## src/rtl/mult_pkg.sv

```systemverilog
// Shared definitions for the 8x8 multiply sequencer: state encoding, shifter codes
// and the per-step nibble/shift schedule.
package mult_pkg;

    typedef enum logic [2:0] {
        IDLE      = 3'd0,
        LSB       = 3'd1,
        MID       = 3'd2,
        MSB       = 3'd3,
        CALC_DONE = 3'd4,
        ERR       = 3'd5
    } state_e;

    typedef enum logic [1:0] {
        SHIFT_NONE = 2'b00,
        SHIFT_4    = 2'b01,
        SHIFT_8    = 2'b10
    } shift_e;

    typedef struct packed {
        logic   a_hi;
        logic   b_hi;
        shift_e shift;
    } step_sched_t;

    // Step order: lo*lo, hi*lo, lo*hi, hi*hi.
    function automatic step_sched_t step_schedule(input logic [1:0] step);
        step_sched_t s;
        s.a_hi = step[0];
        s.b_hi = step[1];
        case (step)
            2'd0:    s.shift = SHIFT_NONE;
            2'd3:    s.shift = SHIFT_8;
            default: s.shift = SHIFT_4;
        endcase
        return s;
    endfunction

endpackage

```

## src/rtl/mult_sequencer_if.sv

```systemverilog
// Signal bundle between the multiply sequencer and its environment (requester,
// external 4x4 multiplier and shifter).
interface mult_sequencer_if;
    logic        start;
    logic [7:0]  dataa;
    logic [7:0]  datab;
    logic [3:0]  a_nib;
    logic [3:0]  b_nib;
    logic [1:0]  shift_cntrl;
    logic [15:0] shift_out;
    logic [15:0] product8x8_out;
    logic        done_flag;
    logic        busy;
    logic [2:0]  state_out;

    modport master (
        output start, dataa, datab, shift_out,
        input  a_nib, b_nib, shift_cntrl, product8x8_out, done_flag, busy, state_out
    );

    modport slave (
        input  start, dataa, datab, shift_out,
        output a_nib, b_nib, shift_cntrl, product8x8_out, done_flag, busy, state_out
    );
endinterface

```

## src/rtl/mult_step_counter.sv

```systemverilog
// Two-bit step counter: synchronous clear has priority over enable; async reset.
module mult_step_counter (
    input  logic       clk,
    input  logic       reset_a,
    input  logic       clr_i,
    input  logic       en_i,
    output logic [1:0] step_o
);
    logic [1:0] step_q, step_d;

    // NOTE: next-state gets its default first so no path leaves it unassigned (no latch).
    always_comb begin
        step_d = step_q;
        if (clr_i) begin
            step_d = 2'd0;
        end else if (en_i) begin
            step_d = step_q + 2'd1;
        end
    end

    // NOTE: state registers use non-blocking assignment so all flops update together.
    always_ff @(posedge clk or posedge reset_a) begin
        if (reset_a) begin
            step_q <= 2'd0;
        end else begin
            step_q <= step_d;
        end
    end

    assign step_o = step_q;
endmodule

```

## src/rtl/mult_sequencer.sv

```systemverilog
// Sequences an 8x8 multiply through an external 4x4 multiplier and shifter in four steps.
// Define MULT_SEQ_ERR_EN to trap a start request while busy into the ERR state.
module mult_sequencer
    import mult_pkg::*;
(
    input logic             clk,
    input logic             reset_a,
    mult_sequencer_if.slave bus
);
    state_e      state_q, state_d;
    logic [7:0]  a_q, a_d, b_q, b_d;
    logic [15:0] acc_q, acc_d;
    logic [1:0]  step;
    logic        busy;
    logic        accept;
    step_sched_t sched;

    assign busy   = (state_q == LSB) || (state_q == MID) || (state_q == MSB);
    assign accept = bus.start && !busy;

    mult_step_counter u_step (
        .clk     (clk),
        .reset_a (reset_a),
        .clr_i   (accept),
        .en_i    (busy),
        .step_o  (step)
    );

    always_comb begin
        state_d = state_q;
        a_d     = a_q;
        b_d     = b_q;
        acc_d   = busy ? acc_q + bus.shift_out : acc_q;

        case (state_q)
            LSB:     state_d = MID;
            MID:     if (step == 2'd2) state_d = MSB;
            MSB:     state_d = CALC_DONE;
`ifdef MULT_SEQ_ERR_EN
            ERR:     state_d = ERR;
`endif
            default: state_d = IDLE;
        endcase

`ifdef MULT_SEQ_ERR_EN
        // A colliding start abandons the operation and leaves the partial sum untouched.
        if (bus.start && busy) begin
            state_d = ERR;
            acc_d   = acc_q;
        end
`endif

        if (accept) begin
            state_d = LSB;
            a_d     = bus.dataa;
            b_d     = bus.datab;
            acc_d   = '0;
        end
    end

    always_ff @(posedge clk or posedge reset_a) begin
        if (reset_a) begin
            state_q <= IDLE;
            a_q     <= '0;
            b_q     <= '0;
            acc_q   <= '0;
        end else begin
            state_q <= state_d;
            a_q     <= a_d;
            b_q     <= b_d;
            acc_q   <= acc_d;
        end
    end

    assign sched = step_schedule(step);

    assign bus.a_nib          = busy ? (sched.a_hi ? a_q[7:4] : a_q[3:0]) : 4'h0;
    assign bus.b_nib          = busy ? (sched.b_hi ? b_q[7:4] : b_q[3:0]) : 4'h0;
    assign bus.shift_cntrl    = busy ? sched.shift : SHIFT_NONE;
    assign bus.product8x8_out = acc_q;
    assign bus.done_flag      = (state_q == CALC_DONE);
    assign bus.busy           = busy;
    assign bus.state_out      = state_q;
endmodule

```

## src/flat_wrapper.sv

```systemverilog
// flat-port wrapper written by rule: the top's interface ports become plain ports
module mult_sequencer_flat import mult_pkg::*;
  (clk, reset_a, bus_start, bus_dataa, bus_datab, bus_shift_out, bus_a_nib, bus_b_nib, bus_shift_cntrl, bus_product8x8_out, bus_done_flag, bus_busy, bus_state_out);
  mult_sequencer_if bus_i ();
  input logic clk;
  input logic reset_a;
  input wire logic [$bits(bus_i.start)-1:0] bus_start;
  input wire logic [$bits(bus_i.dataa)-1:0] bus_dataa;
  input wire logic [$bits(bus_i.datab)-1:0] bus_datab;
  input wire logic [$bits(bus_i.shift_out)-1:0] bus_shift_out;
  output wire logic [$bits(bus_i.a_nib)-1:0] bus_a_nib;
  output wire logic [$bits(bus_i.b_nib)-1:0] bus_b_nib;
  output wire logic [$bits(bus_i.shift_cntrl)-1:0] bus_shift_cntrl;
  output wire logic [$bits(bus_i.product8x8_out)-1:0] bus_product8x8_out;
  output wire logic [$bits(bus_i.done_flag)-1:0] bus_done_flag;
  output wire logic [$bits(bus_i.busy)-1:0] bus_busy;
  output wire logic [$bits(bus_i.state_out)-1:0] bus_state_out;
  assign bus_i.start = bus_start;
  assign bus_i.dataa = bus_dataa;
  assign bus_i.datab = bus_datab;
  assign bus_i.shift_out = bus_shift_out;
  assign bus_a_nib = bus_i.a_nib;
  assign bus_b_nib = bus_i.b_nib;
  assign bus_shift_cntrl = bus_i.shift_cntrl;
  assign bus_product8x8_out = bus_i.product8x8_out;
  assign bus_done_flag = bus_i.done_flag;
  assign bus_busy = bus_i.busy;
  assign bus_state_out = bus_i.state_out;
  mult_sequencer u_core (.clk(clk), .reset_a(reset_a), .bus(bus_i));
endmodule
```

## config.mk

```make
export PLATFORM = sky130hd
export DESIGN_NAME = mult_sequencer_flat
export DESIGN_NICKNAME = d
export VERILOG_FILES = /design/src/rtl/mult_pkg.sv /design/src/rtl/mult_sequencer_if.sv /design/src/rtl/mult_step_counter.sv /design/src/rtl/mult_sequencer.sv /design/src/flat_wrapper.sv
export SDC_FILE = /design/constraint.sdc
export NUM_CORES = 1
export LEC_CHECK = 0
export BUFFER_PORTS_ARGS = -buffer_cell sky130_fd_sc_hd__buf_2
export CORE_ASPECT_RATIO = 1.75
export CORE_MARGIN = 1
export CORE_UTILIZATION = 50
export CTS_CLUSTER_SIZE = 16
export DETAILED_ROUTE_END_ITERATION = 8
export HOLD_SLACK_MARGIN = 0.02
export PLACE_DENSITY = 0.8
export SETUP_SLACK_MARGIN = 0.3
export SYNTH_ARGS = -nofsm -noshare
export SYNTH_HDL_FRONTEND = slang
export SYNTH_SLANG_ARGS = --single-unit
```

## constraint.sdc

```tcl
create_clock -name clk -period 3.65 [get_ports clk]
set_input_delay 0.365 -clock clk [delete_from_list [all_inputs] [get_ports clk]]
set_output_delay 0.365 -clock clk [all_outputs]
set_load 0.05 [all_outputs]
```

# Word-level counts from Yosys, hierarchy flattened
# Cells that the tools add are included.
# op_classes
add_sub_neg	2
mul	0
n_div	0
magnitude_cmp	0
n_eq_ne	7
shift	0
muxes	13
bitwise	0
n_reduce_logical	6
# op_table
op	count
$mux W16	2
$add A16 B16 Y16	1
$mux W4	4
$pmux W3 S3	1
$eq A3 B2 Y1 const B	2
$mux W2	3
$mux W3	2
$eq A2 B2 Y1 const B	2
$pmux W2 S2	1
$eq A3 B1 Y1 const B	1
$eq A3 B3 Y1 const B	1
$ne A3 B2 Y1 const B	1
$add A2 B1 Y2 const B	1
$logic_not A2 Y1	1
$logic_or A1 B1 Y1	2
$reduce_bool A2 Y1	1
$logic_and A1 B1 Y1	1
$logic_not A1 Y1	1
# word_totals
ff_bits	37
latchBits	0
ramBits	0
rom_bits	0
out_inout_bits	31
memories	0

# Depth between registers and ports, before layout
# logic_depth
word_depth	6
ltp_mapped	8

# Modules after synthesis
# A second synthesis with hierarchy kept.
# unflattened
hier_cells	225
area_unflattened_um2	2303.5
# by_module_without_submodules
mod	instances	cells_each	area_per_inst_um2	seq_area_each_um2
mult_sequencer	1	217	2210.9	875.8
mult_step_counter	1	8	92.6	50.0

# Worst setup path after synthesis
# OpenSTA, ideal clock, no wires.
# synth_timing
kind	reg-to-reg
from	reg u_core.acc_q[0] (netlist: u_core.bus.product8x8_out[0])
to	reg u_core.acc_q[14] (netlist: u_core.bus.product8x8_out[14])
arrival_time_ns	2.353
required_ns	3.558
path_slack_ns	1.205
path_stages_with_launch	9
path_buffers	0
period_less_slack_ns	2.445
path_cell_list	dfrtp_1 -> ha_1 -> fa_1 -> a21o_1 -> a221oi_4 -> o21ai_2 -> o211ai_2 -> a21oi_1 -> o31ai_2
# synth_between
elab_chain_cells	3
# synth_lines
element	line	rtl
from (decl)	mult_sequencer.sv:12	logic [15:0] acc_q, acc_d;
from (signal assigned)	mult_sequencer.sv:66	acc_q <= '0;
from (signal assigned)	mult_sequencer.sv:71	acc_q <= acc_d;
$add A16 B16 Y16	mult_sequencer.sv:33	acc_d = busy ? acc_q + bus.shift_out : acc_q;
$mux W16	mult_sequencer.sv:33	
$mux W16	mult_sequencer.sv:53	if (accept) begin
# Every way passes these cells. The select of a mux whose other input is x is not followed.
# A chain may end at the register's enable or synchronous reset.

# Worst setup path after layout
# layout_timing
from	reg u_core.acc_q[0] (netlist: u_core.bus.product8x8_out[0])
to	reg u_core.acc_q[12] (netlist: u_core.bus.product8x8_out[12])
# Same word-level chain as after synthesis.

==> results.ini <==
[logic_synthesis]
syn_inst=237
synth_area_leaders=dfrtp_1 39%, ha_1 8.9%, mux2_2 7.6%, mux2i_1 3.8%, nand3_1 3.6%
avgSynthCellArea_um2=10.1
synth_edf_count=0
synth_area_mm2=0.00239
synth_cell_types=50
seq_area_frac_synth_pct=38.8
synth-main-ff-cell=dfrtp_1
yosys.area.top_type=dfrtp_1
postSynthRegisterBits=37
async_flop_share_pct=100
synth_top_area_share_pct=38.8
syn-num-nets=290
yosysWarnings=0

[sta]
min_period_over_period_pct=65.5
slew_headroom_pct=56.0
finalHoldWorstSlack_ns=0.171
tns_ns=0
grt_setup_unrepaired=no
fin_skew_ns=0.00489
min_period_ns=2.39
max_freq_mhz=418
setup_viol=0
hold_viol=0
tightest_slew_ns=0.657
slew_viol_final=0

[worst_hold_path]
worstHoldPathType=input port to async pin

[floorplan]
die_h_um=93.4
io_pins=66
start_util_pct=53.2
core_mm2=0.00448
num_rows=32
die_area_mm2=0.00506
die_w_um=54.2

[detailed_routing]
drcViolationCount=0
antenna_left=0
dr_total_vias=1985
wire_per_inst_um=14.5
drt_iter0_drc=43
drt_wl_total_mm=5.13
vias_per_cell=5.61
drt-pass1-iter-count=4

[clocking]
cts.path.max_buffers=2
clkSinkCount=37
clkSlewWorstSetupHoldPaths_ns=0.08
cts_resized=0
ctsHoldBuffers=0
insertion_delay_ns=0.29
cts_made_buffers=5
cts_tree=done
cts_root_buf=clkbuf_8
postCtsSetupBuffers=0
h-tree-depth=2

[placed_design]
place_congestion=0.855
place_hpwl_mm=3.82
port_buffers=65

[cells_and_area]
areaGrowthSynthToFinish_pct=19.0
nNetsFinal=355
diodes=0
layout-drive-gt1-share_pct=35.0

[critical_path]
start_kind=flop
worstPathArrival_ns=2.54
worst-setup-path-type=flop to flop
crit_buf_inv=0
cp_slowest_cell=fa_1
cp_top_family=compound AO/OA/AOI/OAI gates
cp_max_fo=4
required_ns=3.80
cp_cell_sequence=ha_1 -> fa_1 -> a21o_1 -> a221oi_4 -> o21ai_2 -> o21ai_1 -> nor3b_1 -> o31ai_1
critPathCaptureType=flop
regToRegSetupSlack_ns=1.26
max_stage_delay_ns=0.41

[grt]
grt_max_degree=38
track_usage_pct=23.1
grt_overflow=0
grt_pass1_wl_mm=8.60
antenna_found_initial=0
grt_pass1_vias=1992

[status]
status=finished, final reports clean

[run]
cap_viol_max_count=0

-- registers in the layout (all words and copies together) (netlist names) --
signal and flops:
u_core.a_q 8, u_core.b_q 8, u_core.bus.product8x8_out 16, u_core.bus.state_out 3
u_core.u_step.step_o 2
-- tightest hold or removal path, stage by stage --
cell and delay (ns):
buf_2 0.09, inv_1 0.04, buf_4 0.41
-- cells in the final DEF, fill, tap and decap left out, drive strengths merged, types with 2 or more instances in the layout --
cell type | netlist | routed
nand2 | 10 | 10
xor2 | 2 | 2
o21bai | 4 | 4
o31ai | 2 | 2
nand3 | 17 | 17
a21o | 8 | 8
or3 | 2 | 2
ha | 17 | 17
dfrtp | 37 | 37
nor3b | 3 | 3
mux2 | 16 | 16
clkbuf | 6 | 5
o21ai | 18 | 18
buf | 3 | 67
a31oi | 2 | 2
and3 | 4 | 4
o211ai | 5 | 5
inv | 10 | 10
o22ai | 3 | 3
a211oi | 2 | 2
xnor2 | 9 | 9
mux2i | 9 | 9
nor2 | 15 | 15
nor3 | 4 | 4
a21oi | 14 | 14
a21boi | 3 | 3
clkinv | 1 | 3
-- through the flow --
step                util [%]  cell area [µm²]  instances  setup slack, ns
CTS                     63.3             2840        354             1.25
global route            63.3             2840        354             1.11
finish                  63.3             2840        354             1.26
floorplan                  -             2390        237             1.21
global placement        61.4             2750        346             1.27
detailed placement      61.4             2750        346             1.20
-- final timing paths --
check,startpoint,to,cells past startpoint
hold reg to reg,u_core.bus.state_out[2],u_core.bus.state_out[1],1
setup / recovery,u_core.bus.product8x8_out[0],u_core.bus.product8x8_out[12],8
hold / removal,reset_a,u_core.bus.product8x8_out[4],3
min in group clk,bus_datab[3],u_core.b_q[3],2
max in group asynchronous,reset_a,u_core.a_q[5],3
setup reg to reg,u_core.bus.product8x8_out[0],u_core.bus.product8x8_out[12],8
-- cell usage after synthesis, types with 3 or more instances --
| cell type | n |
|---|---|
| o21ai_0 | 12 |
| ha_1 | 17 |
| nor3b_1 | 3 |
| mux2_2 | 16 |
| o21bai_1 | 4 |
| a21oi_1 | 13 |
| a21o_1 | 8 |
| nor3_1 | 4 |
| o211ai_1 | 4 |
| and3_1 | 4 |
| nand3_1 | 17 |
| nor2_1 | 15 |
| dfrtp_1 | 37 |
| xnor2_1 | 9 |
| clkbuf_1 | 6 |
| o21ai_1 | 3 |
| mux2i_1 | 9 |
| nand2_1 | 9 |
| inv_1 | 8 |
-- layer usage --
metal	GRT usage [%]	wire length, µm
met1	25.1	2000
met2	41.2	2860
met3	3.74	185
met4	10.7	87
met5	0	0
-- logic make-up (layout without fill, tap and decap cells) --
family | after synthesis | in the layout | synth area share (%)
AOI/OAI and AO/OA | 66 | 66 | 20.5
adders and majority gates | 18 | 18 | 9.75
xor gates and xnor gates | 11 | 11 | 4.04
buffers and inverters | 20 | 86 | 3.25
muxes | 25 | 25 | 11.3
and+or+nand+nor | 60 | 60 | 12.3
DFF | 37 | 37 | 38.8
-- cell type report --
class | count | area, µm²
Timing Repair Buffer | 67 | 340
Inverter | 11 | 41.3
Multi-Input combinational cell | 180 | 1380
Sequential cell | 37 | 926
Fill cell | 414 | 1640
Clock inverter | 3 | 17.5
Clock buffer | 5 | 68.8
Tap cell | 51 | 63.8
Power is not shown: default switching activity piles up to over one toggle a cycle in this logic, so the estimate is an artifact.
